[src/rtl/intersection_pkg.sv]
// Shared types and defaults for the intersection safety monitor.
package intersection_pkg;

  // Violation classes, listed in ascending code order; capture priority is
  // CONFLICT > CLEARANCE > MIN_GREEN > STARVE.
  typedef enum logic [2:0] {
    NONE      = 3'd0,
    CONFLICT  = 3'd1,
    CLEARANCE = 3'd2,
    MIN_GREEN = 3'd3,
    STARVE    = 3'd4
  } violation_e;

  localparam int DEFAULT_NUM_PHASES = 4;

  typedef logic [$clog2(DEFAULT_NUM_PHASES)-1:0] phase_idx_t;

  // Phases: 0 = ped, 1 = up, 2 = down, 3 = turn.
  // The pedestrian phase conflicts with every vehicle phase, and turn
  // conflicts with up and down. Up and down may run together.
  // Only the upper triangle is set; the monitor ORs the matrix with its transpose.
  localparam logic [15:0] DEFAULT_CONFLICT = 16'h088E;

endpackage

[src/rtl/phase_tracker.sv]
// Per-phase history: previous green, saturating green run length, saturating
// all-red gap length, latched request and saturating wait counter.
module phase_tracker #(
  parameter int CNT_W        = 7,
  parameter int CLEAR_CYCLES = 2,
  parameter int MIN_GREEN    = 4,
  parameter int MAX_WAIT     = 64
) (
  input  logic clock,
  input  logic reset,
  input  logic green,
  input  logic request,
  output logic rise,
  output logic gap_short,
  output logic min_green_fail,
  output logic starve
);

  localparam logic [CNT_W-1:0] RUN_MAX   = CNT_W'(MIN_GREEN);
  localparam logic [CNT_W-1:0] GAP_MAX   = CNT_W'(CLEAR_CYCLES);
  localparam logic [CNT_W-1:0] WAIT_MAX  = CNT_W'(MAX_WAIT);
  localparam logic [CNT_W-1:0] STARVE_AT = CNT_W'(MAX_WAIT - 1);

  logic             green_q;
  logic             pending;
  logic [CNT_W-1:0] run;
  logic [CNT_W-1:0] gap;
  logic [CNT_W-1:0] wait_cnt;

  // Counter state; gap starts saturated so the first green after reset is not a clearance fault.
  always_ff @(posedge clock or negedge reset) begin
    if (!reset) begin
      green_q  <= 1'b0;
      run      <= '0;
      gap      <= GAP_MAX;
      pending  <= 1'b0;
      wait_cnt <= '0;
    end else begin
      green_q  <= green;
      run      <= green ? ((run < RUN_MAX) ? run + 1'b1 : run) : '0;
      gap      <= green ? '0 : ((gap < GAP_MAX) ? gap + 1'b1 : gap);
      pending  <= green ? 1'b0 : (pending | request);
      wait_cnt <= (pending && !green) ?
                  ((wait_cnt < WAIT_MAX) ? wait_cnt + 1'b1 : wait_cnt) : '0;
    end
  end

  assign rise           = green & ~green_q;
  assign gap_short      = (gap < GAP_MAX);
  assign min_green_fail = green_q & ~green & (run < RUN_MAX);
  assign starve         = pending & ~green & (wait_cnt == STARVE_AT);

endmodule

[src/rtl/intersection_monitor.sv]
// Runtime safety monitor for an N-phase signalised intersection: checks
// pairwise conflicts, all-red clearance, minimum green and request starvation,
// then latches the first fault and drives an all-red override.
module intersection_monitor #(
  parameter int                                   NUM_PHASES   = 4,
  parameter logic [NUM_PHASES*NUM_PHASES-1:0]     CONFLICT     = intersection_pkg::DEFAULT_CONFLICT,
  parameter int                                   CLEAR_CYCLES = 2,
  parameter int                                   MIN_GREEN    = 4,
  parameter int                                   MAX_WAIT     = 64,
  parameter int                                   CNT_W        = $clog2(MAX_WAIT + 1),
  localparam int                                  PW           = (NUM_PHASES > 1) ? $clog2(NUM_PHASES) : 1
) (
  input  logic                  clock,
  input  logic                  reset,
  input  logic [NUM_PHASES-1:0] green,
  input  logic [NUM_PHASES-1:0] request,
  input  logic                  clear,
  output logic                  fail,
  output logic                  fail_pulse,
  output logic [2:0]            fail_code,
  output logic [PW-1:0]         fail_phase,
  output logic                  all_red
);

  logic [NUM_PHASES-1:0] rise;
  logic [NUM_PHASES-1:0] gap_short;
  logic [NUM_PHASES-1:0] min_green_vec;
  logic [NUM_PHASES-1:0] starve_vec;
  logic [NUM_PHASES-1:0] conflict_vec;
  logic [NUM_PHASES-1:0] clearance_vec;

  intersection_pkg::violation_e new_code;
  logic [PW-1:0]                new_phase;
  logic                         any_violation;
  logic                         fail_next;

  for (genvar p = 0; p < NUM_PHASES; p++) begin : g_phase
    phase_tracker #(
      .CNT_W        (CNT_W),
      .CLEAR_CYCLES (CLEAR_CYCLES),
      .MIN_GREEN    (MIN_GREEN),
      .MAX_WAIT     (MAX_WAIT)
    ) u_tracker (
      .clock          (clock),
      .reset          (reset),
      .green          (green[p]),
      .request        (request[p]),
      .rise           (rise[p]),
      .gap_short      (gap_short[p]),
      .min_green_fail (min_green_vec[p]),
      .starve         (starve_vec[p])
    );
  end

  // Pairwise checks over the symmetric conflict matrix; a phase is flagged for each partner it violates against.
  always_comb begin
    conflict_vec  = '0;
    clearance_vec = '0;
    for (int i = 0; i < NUM_PHASES; i++) begin
      for (int j = 0; j < NUM_PHASES; j++) begin
        if (i != j && (CONFLICT[i*NUM_PHASES+j] || CONFLICT[j*NUM_PHASES+i])) begin
          if (green[i] && green[j])
            conflict_vec[i] = 1'b1;
          if (rise[i] && !green[j] && gap_short[j])
            clearance_vec[i] = 1'b1;
        end
      end
    end
  end

  // Priority encoder: later loops override earlier ones, and descending index leaves the lowest phase.
  always_comb begin
    new_code  = intersection_pkg::NONE;
    new_phase = '0;
    for (int i = NUM_PHASES - 1; i >= 0; i--)
      if (starve_vec[i]) begin
        new_code  = intersection_pkg::STARVE;
        new_phase = PW'(i);
      end
    for (int i = NUM_PHASES - 1; i >= 0; i--)
      if (min_green_vec[i]) begin
        new_code  = intersection_pkg::MIN_GREEN;
        new_phase = PW'(i);
      end
    for (int i = NUM_PHASES - 1; i >= 0; i--)
      if (clearance_vec[i]) begin
        new_code  = intersection_pkg::CLEARANCE;
        new_phase = PW'(i);
      end
    for (int i = NUM_PHASES - 1; i >= 0; i--)
      if (conflict_vec[i]) begin
        new_code  = intersection_pkg::CONFLICT;
        new_phase = PW'(i);
      end
  end

  assign any_violation = |{conflict_vec, clearance_vec, min_green_vec, starve_vec};
  assign fail_next     = any_violation | (fail & ~clear);

  // Sticky fail with first-fault capture; a violation in the same cycle as clear wins and is captured fresh.
  always_ff @(posedge clock or negedge reset) begin
    if (!reset) begin
      fail       <= 1'b0;
      fail_pulse <= 1'b0;
      fail_code  <= intersection_pkg::NONE;
      fail_phase <= '0;
      all_red    <= 1'b0;
    end else begin
      fail       <= fail_next;
      all_red    <= fail_next;
      fail_pulse <= any_violation;
      if (any_violation && (!fail || clear)) begin
        fail_code  <= new_code;
        fail_phase <= new_phase;
      end else if (clear && !any_violation) begin
        fail_code  <= intersection_pkg::NONE;
        fail_phase <= '0;
      end
    end
  end

endmodule

[config.mk]
export PLATFORM = sky130hd
export DESIGN_NAME = intersection_monitor
export DESIGN_NICKNAME = d
export VERILOG_FILES = /design/src/rtl/intersection_pkg.sv /design/src/rtl/phase_tracker.sv /design/src/rtl/intersection_monitor.sv
export SDC_FILE = /design/constraint.sdc
export NUM_CORES = 1
export LEC_CHECK = 0
export ABC_AREA = 1
export CORE_MARGIN = 1.5
export CORE_UTILIZATION = 63
export CTS_BUF_LIST = sky130_fd_sc_hd__clkbuf_16
export DETAILED_ROUTE_END_ITERATION = 10
export DONT_BUFFER_PORTS = 1
export GPL_TIMING_DRIVEN = 0
export PLACE_DENSITY = 0.77
export SYNTH_ARGS = -nofsm -noshare
export SYNTH_HDL_FRONTEND = slang
export SYNTH_SLANG_ARGS = --single-unit
[constraint.sdc]
create_clock -name clock -period 2.2 [get_ports clock]
set_input_delay 0.22 -clock clock [delete_from_list [all_inputs] [get_ports clock]]
set_output_delay 0.22 -clock clock [all_outputs]
set_load 0.005 [all_outputs]
==> summary.txt, run 1 <==
Drt
  – Wire per inst: 12.1 µm
  – Routed WL: 7670 µm
  – Vias after detailed routing: 3197
  – Vias per cell: 5.06
  – Detail Route Antenna Nets: 0
  – Initial DRC count: 146
  – First-pass DRT Iterations: 4
  – Drt drc: 0

Place
  – GP Congestion: 0.864
  – Detailed placement HPWL: 5400 µm
  – # placed instances: 612
  – Count of input and output buffers: 0

STA
  – Post-layout minimum cycle time: 1.92 ns
  – Finish-stage setup viols: 0
  – WHS: -0.425 ns
  – Post-route setup TNS: 0 ns
  – Unrepaired setup endpoints after global routing: false
  – Peak Freq: 522 MHz
  – Max Slew Vio Count: 0
  – Slew HR: 71.3%
  – Hold Vio Cnt, Final: 99
  – Final Skew: 0.00661 ns
  – Worst-Margin Slew: 0.428 ns
  – Fin crit share: 87.1%

Clock tree
  – Clk Latency, worst-skew pair: 0.33 ns
  – Postcts setup bufs: 0
  – CTS H-tree depth: 3
  – CTS Buf Count: 9
  – Clock buffer depth: 2
  – Number of hold buffers added after cts: 4
  – Clk sinks: 99
  – CTS tree: yes
  – Cts repair resizes: 0
  – Root buf cell: clkbuf_16
  – Worst-path clk slew: 0.07 ns

Power and ir drop
  – Max VDD drop: 0.601 mV
  – Clock network power share: 36.7%
  – Cell Pwr Density: 852 nW/µm²
  – Comb power frac: 13.3%
  – Internal power: 3.09 mW
  – Leak: 2.58 nW
  – Psw: 1.09 mW
  – Sequential share of power: 50.0%
  – Switch share: 26.1%

GRT
  – Vias in the first global route: 3120
  – Met3 Usage GRT: 4.17%
  – Grt ovf: 0
  – Tot GR Track Use: 23.4%
  – First-pass GRT wire length: 13800 µm
  – Global routing's busiest layer: met2
  – Global Route met1 Usage: 31.3%
  – Largest net degree at the start of global routing: 100
  – GR Layer Usage met2: 38.8%
  – Initial antenna violation count: 0

Final layout
  – Layout area overhead: 10.2%
  – NumNets Final: 554
  – Fin cells: 632
  – Layout cells sized above 1: 8.02%
  – Antenna cells: 0

Yosys
  – Synth area leader: dfrtp_1
  – Avg Cell Area, Syn: 8.62 µm²
  – Syn nets: 539
  – Syn. warnings: 0
  – Synth top area share: 53.4%
  – Syn Std Cell Area: 4450 µm²
  – Cell count after synthesis: 516
  – Cell variety after synth: 35
  – Flops & latches, synth: 99
  – Register area share after synthesis: 55.8%
  – Synth top area cells: dfrtp_1 (53%), nand2_1 (8.8%), inv_1 (7.5%), nor2_1 (6.1%), a21oi_1 (3.7%)

Status
  – Run status: complete, but fails checks
  – Failing checks: negative hold slack

Floorplanning
  – Initial core utilization: 65.5%
  – Die span in x: 87.0 µm
  – Number of core rows: 30
  – Die height: 87.0 µm
  – Core ar.: 6790 µm²
  – I/O pins: 19
  – Die ar.: 7570 µm²

Min path
  – Hold/Removal Path Class: in -> async

Critical path
  – Startpoint Class: register
  – Crit path required time: 2.43 ns
  – Crit Path Max Fanout: 7
  – Endpoint class of the critical path: register
  – Crit path DAT: 2.15 ns
  – Crit Path Class: reg -> reg

Flow run
  – Max-cap check violation count: 0
path summary, 6_finish.rpt:
path	start	slack, ns	cells after the start	endpoint
max in group asynchronous	reset	2.40	0	g_phase[0].u_tracker.gap[1]$_DFFE_PN1P_
min in group clock	request[2]	0.01	2	g_phase[2].u_tracker.pending$_DFF_PN0_
setup reg to reg	g_phase[1].u_tracker.gap[1]$_DFFE_PN1P_	0.28	14	fail_phase[0]$_DFFE_PN0P_
hold / removal	reset	-0.43	0	g_phase[3].u_tracker.wait_cnt[4]$_DFFE_PN0P_
hold reg to reg	g_phase[0].u_tracker.wait_cnt[5]$_DFFE_PN0P_	0.46	1	g_phase[0].u_tracker.wait_cnt[5]$_DFFE_PN0P_
setup / recovery	g_phase[1].u_tracker.gap[1]$_DFFE_PN1P_	0.28	14	fail_phase[0]$_DFFE_PN0P_
per-stage QoR:
| stage | setup slack (ns) | total power [mW] | hold slack (ns) | utilization [%] | instance area (µm²) |
|---|---|---|---|---|---|
| 2_1_floorplan | 0.499 | 2.54 | -0.0756 | - | 4450 |
| 3_5_place_dp | 0.291 | 2.66 | -0.0727 | 67.2 | 4570 |
| 4_1_cts | 0.280 | 4.20 | -0.431 | 72.2 | 4900 |
| 3_3_place_gp | 0.343 | 2.62 | -0.0728 | 67.2 | 4570 |
| 6_report | 0.284 | 4.18 | -0.425 | 72.2 | 4900 |
| 5_1_grt | 0.0631 | 4.39 | -0.440 | 72.2 | 4900 |
flip-flops by register name, summed over array words and instances (netlist names):
name / flops
all_red: 1
fail_code: 3
fail_phase: 2
fail_pulse: 1
g_phase.u_tracker.gap: 28
g_phase.u_tracker.green_q: 4
g_phase.u_tracker.pending: 4
g_phase.u_tracker.run: 28
g_phase.u_tracker.wait_cnt: 28
critical path, stage by stage (launching register included):
cell	delay (ns)
dfstp_2	0.55
inv_1	0.04
nand4_1	0.12
inv_1	0.08
nand2_1	0.09
nand2_2	0.07
o21bai_1	0.15
and2_1	0.20
nand3_2	0.10
inv_2	0.09
nand2_4	0.07
nand2_4	0.10
nor2_2	0.04
nand2_1	0.08
nand2_1	0.05
cells by family (layout without fill, tap and decap cells):
| family | count (synthesis) | in the layout | share of synthesized area [%] |
|---|---|---|---|
| AOI/OAI and AO/OA | 67 | 67 | 7.96 |
| xor gates and xnor gates | 2 | 2 | 0.394 |
| adders and majority gates | 12 | 12 | 3.38 |
| buffers and inverters | 100 | 120 | 8.64 |
| DFF | 99 | 99 | 55.8 |
| and+or+nand+nor | 236 | 236 | 23.8 |
Yosys cell counts:
cell type	number
dfstp_2	4
nor2_2	7
inv_1	89
o21bai_1	1
clkbuf_1	4
o22ai_1	1
nand3_1	24
o21a_1	2
nand2_1	104
or2_1	1
a21o_1	1
a31oi_1	4
nand3_2	3
o211ai_1	1
nor2_1	72
nand2_4	2
buf_4	2
dfrtp_1	95
nand2_2	1
nand4_1	7
inv_2	3
buf_2	1
a21oi_1	33
and2_1	2
ha_1	12
and3_1	1
xor2_1	2
nor3_1	6
o21ai_0	21
or2_4	2
nand2b_1	1
clkinv_1	1
nor2_4	1
nor4_4	2
o21ai_1	3
cell usage in the layout, fill, tap and decap left out, drive strengths merged, types with 6 or more instances in the layout:
master / instances
a21oi: 33
clkbuf: 13
clkinv: 6
dfrtp: 95
ha: 12
inv: 92
nand2: 107
nand3: 27
nand4: 7
nor2: 80
nor3: 6
o21ai: 24
power groups by stage:
stage          registers [mW]  logic (mW)  clock network, mW
2_1_floorplan            2.09       0.446                  0
3_3_place_gp             2.11       0.509                  0
3_5_place_dp             2.12       0.544                  0
4_1_cts                  2.09       0.560               1.56
5_1_grt                  2.10       0.660               1.63
6_report                 2.09       0.557               1.53
routing by layer:
metal,vias up,share of wire (%)
met1,1522,49
met2,24,48
met4,0,1.3
li1,1643,-
met3,8,2.2
met5,-,0
area by class of cell:
cell class / instances / area (µm²)
Clock buffer: 9 / 225
Timing Repair Buffer: 4 / 40.0
Sequential cell: 99 / 2480
Fill cell: 526 / 1890
Buffer: 7 / 35.0
Tap cell: 96 / 120
Inverter: 93 / 349
Clock inverter: 7 / 68.8
Multi-Input combinational cell: 317 / 1580
Note: power is estimated with default switching activity, not from simulation.
==> run 2, diff against run 1 <==
Settings changed: ABC_AREA 1 to default, CORE_UTILIZATION 63 to 57, PLACE_DENSITY 0.77 to 0.73.
Clock period 2.2 ns to 1.6 ns, I/O delays scaled along.
==> summary.txt, run 2 <==
Status
  – Run status: complete, but fails checks
  – Failing checks: negative hold slack, negative setup slack

Yosys
  – Cell count after synthesis: 387
  – Synth top area cells: dfrtp_1 (55%), nor2_1 (4.5%), nor2b_1 (4.5%), ha_1 (3.4%), and2_1 (3.0%)
  – Top-count cell post-synth: dfrtp_1
  – Ys flop type: dfrtp_1
  – Asr flop ratio synth: 100%
  – Flops & latches, synth: 99
  – Syn nets: 410
  – Cell variety after synth: 47
  – Synth top area share: 54.6%
  – Syn Std Cell Area: 4360 µm²
  – EDFF count, synth: 0
  – Syn. warnings: 0
  – Avg Cell Area, Syn: 11.3 µm²
  – Register area share after synthesis: 57.0%
  – Post-synth top cells: dfrtp_1 (95), nor2_1 (52), nor2b_1 (31)
  – Synth area leader: dfrtp_1

Drt
  – Vias per cell: 5.38
  – Initial DRC count: 93
  – Drt drc: 0
  – First-pass DRT Iterations: 4
  – Vias after detailed routing: 2800
  – Wire per inst: 14.6 µm
  – Detail Route Antenna Nets: 0
  – Routed WL: 7580 µm

Floorplanning
  – Die height: 90.4 µm
  – Die ar.: 8180 µm²
  – Core ar.: 7330 µm²
  – I/O pins: 19
  – Initial core utilization: 59.4%
  – Die span in x: 90.4 µm
  – Number of core rows: 31

Critical path
  – Crit path required time: 1.86 ns
  – Crit Path Max Fanout: 3
  – Crit path DAT: 2.39 ns
  – CP peak stage delay: 0.56 ns
  – Cell mode on critical path: buf_4
  – CP max-delay cell: or4_4
  – Startpoint Class: register
  – CP cell instances: or4_4, nor4_4, o311ai_2, buf_4, buf_4, a41oi_2, a21oi_1, mux2i_1
  – Cell family with most CP delay: simple AND/OR/NAND/NOR gates
  – CP bufs+invs: 2
  – Crit Path Class: reg -> reg
  – Endpoint class of the critical path: register

Final layout
  – Post-Layout Inst Area: 5070 µm²
  – Filler cell count: 536
  – Biggest regs: g_phase.u_tracker.gap x28, g_phase.u_tracker.run x28, g_phase.u_tracker.wait_cnt x28
  – NumNets Final: 440
  – Most frequent cells in the layout: dfrtp_1 (95), nor2_1 (52), nor2b_1 (31)
  – Layout cells sized above 1: 14.0%
  – Fin cells: 520
  – Layout area overhead: 16.3%
  – Area of the multi-input gates: 1880 µm²
  – Commonest non-fill, non-tap cell in the layout: dfrtp_1
  – Register area: 2480 µm²
  – Antenna cells: 0

Clock tree
  – Clk sinks: 99
  – CTS tree: yes
  – Number of hold buffers added after cts: 7
  – Clk Latency, worst-skew pair: 0.34 ns
  – Root buf cell: clkbuf_16
  – Worst-path clk slew: 0.06 ns
  – Clock buffer depth: 2
  – CTS Buf Count: 9
  – CTS H-tree depth: 3

STA
  – Peak Freq: 468 MHz
  – Slew HR: 68.2%
  – Post-layout minimum cycle time: 2.13 ns
  – WHS: -0.482 ns
  – Fin crit share: 133%
  – Unrepaired setup endpoints after global routing: true
  – Final Skew: 0.00947 ns
  – Hold Vio Cnt, Final: 100
  – Slack of the critical path: -0.535 ns
  – Max Slew Vio Count: 0
  – Post-route setup TNS: -3.41 ns
  – Worst-Margin Slew: 0.473 ns
  – Finish-stage setup viols: 9

Power and ir drop
  – Leak: 2.38 nW
  – Comb power frac: 18.0%
  – Internal power: 4.84 mW
  – Cell Pwr Density: 1270 nW/µm²
  – Switch share: 24.7%
  – Max VDD drop: 0.612 mV
  – Psw: 1.59 mW
  – Sequential share of power: 44.9%
  – Clock network power share: 37.1%

Place
  – Count of input and output buffers: 0
  – # placed instances: 486
  – Detailed placement HPWL: 4890 µm
  – Dpl cell area: 4500 µm²
  – Setup WS pre-CTS: -0.527 ns
  – GP Congestion: 0.787

GRT
  – Tot GR Track Use: 20.9%
  – Initial antenna violation count: 0
  – First-pass GRT wire length: 13600 µm
  – Largest net degree at the start of global routing: 100
  – Vias in the first global route: 2833
  – Grt ovf: 0

Flow run
  – Max-cap check violation count: 0

Min path
  – Hold/Removal Path Class: in -> async
-- run 2: per-stage QoR --
step,util (%),hold WS [ns],power [mW]
after global routing,69.1,-0.504,6.78
after global placement,61.3,-0.134,3.83
after CTS,67.9,-0.495,6.35
final,69.1,-0.482,6.43
after floorplan,-,-0.136,3.70
after detailed placement,61.3,-0.133,3.87
-- run 2: power groups by stage --
stage / Combinational, mW / Sequential [mW] / Clock, mW
detailed placement: 0.928 / 2.94 / 0
global placement: 0.899 / 2.93 / 0
CTS: 1.02 / 2.90 / 2.43
finish: 1.16 / 2.89 / 2.38
global route: 1.32 / 2.91 / 2.55
floorplan: 0.791 / 2.90 / 0
-- run 2: area by class of cell --
type / count / share of cell area, %
multi-input combinational: 268 / 37.1
inverter: 8 / 0.592
timing repair buffer: 19 / 3.31
clock inverter: 6 / 2.10
tap: 99 / 2.44
sequential: 99 / 49.0
buffer: 12 / 1.06
clock buffer: 9 / 4.44
-- run 2: worst register-to-register path: stages, from the launching register on --
cell and delay (ns):
dfrtp_1 0.38, or4_4 0.56, nor4_4 0.26, o311ai_2 0.19, buf_4 0.18, buf_4 0.13, a41oi_2 0.12, a21oi_1 0.10
mux2i_1 0.14
-- run 2: cell families (layout without fill, tap and decap cells) --
logic type	after synthesis	after routing	synth area share [%]
fa+ha+maj	13	13	3.68
simple gates	177	177	23.7
compound gates	42	42	6.26
flops	99	99	57.0
buf+inv	20	54	1.92
xor+xnor	27	27	5.43
mux	9	9	2.07
-- run 2: path summary, 6_finish.rpt --
| path | startpoint | slack [ns] | to | cells past startpoint |
|---|---|---|---|---|
| hold / removal | reset | -0.48 | g_phase[0].u_tracker.wait_cnt[3]$_DFFE_PN0P_ | 0 |
| max in group asynchronous | reset | 1.85 | g_phase[2].u_tracker.gap[1]$_DFFE_PN1P_ | 0 |
| setup reg to reg | g_phase[0].u_tracker.gap[3]$_DFFE_PN0P_ | -0.53 | fail_phase[0]$_DFFE_PN0P_ | 8 |
| min in group clock | request[0] | 0 | g_phase[0].u_tracker.pending$_DFF_PN0_ | 2 |
| setup / recovery | g_phase[0].u_tracker.gap[3]$_DFFE_PN0P_ | -0.53 | fail_phase[0]$_DFFE_PN0P_ | 8 |
| hold reg to reg | g_phase[0].u_tracker.run[4]$_DFFE_PN0P_ | 0.48 | g_phase[0].u_tracker.run[4]$_DFFE_PN0P_ | 1 |
-- run 2: metal layers --
layer / up-vias / global-route usage [%] / share of wire (%)
li1: 1362 / - / -
met1: 1400 / 27.5 / 45
met2: 31 / 34.0 / 51
met3: 7 / 5.39 / 3.3
met4: 0 / 6.35 / 1.0
met5: - / 0 / 0
-- run 2: timing repair --
action | CTS | global route
pin swaps | 2 | 9
endpoints found under the setup margin | 14 | 15
gates cloned | 0 | 0
hold endpoints to repair | 106 | 99
resized for setup | 7 | 9
setup buffers | 6 | 7
==> run 3, diff against run 2 <==
Settings changed: CORE_MARGIN 1.5 to 2, REMOVE_ABC_BUFFERS from default to 1.
==> summary.txt, run 3 (same netlist as run 2, synthesis figures left out) <==
Clock tree
  – Clk Latency, worst-skew pair: 0.34 ns
  – Clock buffer depth: 2
  – Clk sinks: 99
  – Worst-path clk slew: 0.07 ns
  – CTS H-tree depth: 3
  – CTS Buf Count: 9
  – Root buf cell: clkbuf_16
  – CTS tree: yes

Final layout
  – Fin cells: 515
  – Biggest regs: g_phase.u_tracker.gap x28, g_phase.u_tracker.run x28, g_phase.u_tracker.wait_cnt x28
  – Post-layout util: 68.5%
  – Layout area overhead: 15.3%
  – Register area: 2480 µm²
  – Most frequent cells in the layout: dfrtp_1 (95), nor2_1 (52), nor2b_1 (31)
  – Commonest non-fill, non-tap cell in the layout: dfrtp_1
  – Area of the multi-input gates: 1870 µm²
  – Antenna cells: 0
  – Filler cell count: 531
  – Layout cells sized above 1: 12.5%
  – NumNets Final: 434

Drt
  – Initial DRC count: 129
  – Vias per cell: 5.43
  – First-pass DRT Iterations: 6
  – Detail Route Antenna Nets: 0
  – Drt drc: 0
  – Wire per inst: 15.1 µm
  – Vias after detailed routing: 2797
  – Routed WL: 7780 µm

Floorplanning
  – I/O pins: 19
  – Die span in x: 91.4 µm
  – Initial core utilization: 59.4%
  – Number of core rows: 31
  – Die ar.: 8360 µm²
  – Core ar.: 7330 µm²
  – Die height: 91.4 µm

STA
  – Max Slew Vio Count: 0
  – WHS: -0.495 ns
  – Fin crit share: 135%
  – Post-route setup TNS: -3.34 ns
  – Unrepaired setup endpoints after global routing: true
  – Slack of the critical path: -0.565 ns
  – Finish-stage setup viols: 9
  – Hold Vio Cnt, Final: 99
  – Final Skew: 0.00654 ns
  – Worst-Margin Slew: 0.549 ns
  – Post-layout minimum cycle time: 2.16 ns
  – Slew HR: 63.3%
  – Peak Freq: 462 MHz

GRT
  – Tot GR Track Use: 20.4%
  – Vias in the first global route: 2900
  – Grt ovf: 0
  – Initial antenna violation count: 0
  – First-pass GRT wire length: 13600 µm
  – Largest net degree at the start of global routing: 100

Power and ir drop
  – Cell Pwr Density: 1200 nW/µm²
  – Leak: 2.37 nW
  – Max VDD drop: 0.741 mV

Critical path
  – Crit path DAT: 2.38 ns
  – CP max-delay cell: dfstp_2
  – Crit path required time: 1.82 ns
  – Endpoint class of the critical path: register
  – CP cell instances: or4_4, nor4_4, o311ai_2, nand2_2, nor4_4, nand2b_1, or3_1
  – CP bufs+invs: 0
  – Startpoint Class: register
  – Crit Path Class: reg -> reg
  – Crit Path Max Fanout: 3
  – Cell family with most CP delay: simple AND/OR/NAND/NOR gates
  – Cell mode on critical path: nor4_4
  – CP peak stage delay: 0.53 ns
  – R2R Setup Slk: -0.56 ns

Place
  – Count of input and output buffers: 0
  – Detailed placement HPWL: 4600 µm
  – GP Congestion: 0.804
  – # placed instances: 474

Flow run
  – Max-cap check violation count: 0

Status
  – Failing checks: negative hold slack, negative setup slack
  – Run status: complete, but fails checks

Min path
  – Hold/Removal Path Class: in -> async
==> run 3: cell types whose count changed in the layout (fill, tap and decap cells not counted), moves of 2 or more <==
cell | previous run | this run
buf_4 | 12 | 7
nor3_2 | 2 | 5
dlygate4sd3_1 | 7 | 17
clkbuf_1 | 9 | 0
bufinv_16 | 3 | 1
nor3_4 | 4 | 2
==> run 3: final timing paths <==
| kind | endpoint | cells after the start | startpoint |
|---|---|---|---|
| min in group clock | g_phase[3].u_tracker.run[2]$_DFFE_PN0P_ | 2 | green[3] |
| worst max register to register | all_red$_DFF_PN0_ | 7 | g_phase[1].u_tracker.gap[1]$_DFFE_PN1P_ |
| max in group asynchronous | g_phase[1].u_tracker.gap[1]$_DFFE_PN1P_ | 0 | reset |
| worst min-delay path | g_phase[1].u_tracker.wait_cnt[3]$_DFFE_PN0P_ | 0 | reset |
| worst max-delay path | all_red$_DFF_PN0_ | 7 | g_phase[1].u_tracker.gap[1]$_DFFE_PN1P_ |
| worst min register to register | g_phase[0].u_tracker.run[4]$_DFFE_PN0P_ | 1 | g_phase[0].u_tracker.run[4]$_DFFE_PN0P_ |
==> run 3: cell type report <==
| type | count | area share (%) |
|---|---|---|
| Multi-Input combinational cell | 268 | 37.2 |
| Timing Repair Buffer | 25 | 4.66 |
| Clock buffer | 9 | 4.48 |
| Clock inverter | 7 | 1.22 |
| Inverter | 8 | 0.598 |
| Sequential cell | 99 | 49.4 |
| Tap cell | 99 | 2.47 |
==> run 3: per-stage QoR <==
step	instance area, µm²	power, mW	worst slack (ns)
after global placement	4430	3.77	-0.575
after floorplan	4300	3.65	-0.403
after CTS	4950	6.04	-0.521
after detailed placement	4430	3.83	-0.629
final	5020	6.04	-0.565
after global routing	5020	6.36	-0.640
==> run 3: metal layers <==
layer	share of wire [%]	vias up	global-route usage, %	wire, µm
met1	46	1376	27.0	3590
met5	0	-	0	0
met3	3.6	19	6.22	278
met2	48	38	32.2	3770
met4	1.8	0	7.07	142
li1	-	1364	-	-
==> run 3: where the power goes <==
group          switching, mW  total, mW  internal, mW  leakage [nW]
logic                  0.539       1.06         0.520         0.907
clock network          0.890       2.08          1.19         0.141
registers              0.154       2.90          2.75          1.32
total                   1.58       6.04          4.46          2.37
==> run 3: repair_timing <==
action / 4_1_cts / 5_1_grt
buffers inserted: 5 / 3
cloned: 0 / 0
hold endpoints to repair: 165 / 106
gates resized for setup: 9 / 8
setup endpoints to repair: 9 / 15
hold buffers: 16 / 1
pin swaps: 6 / 3
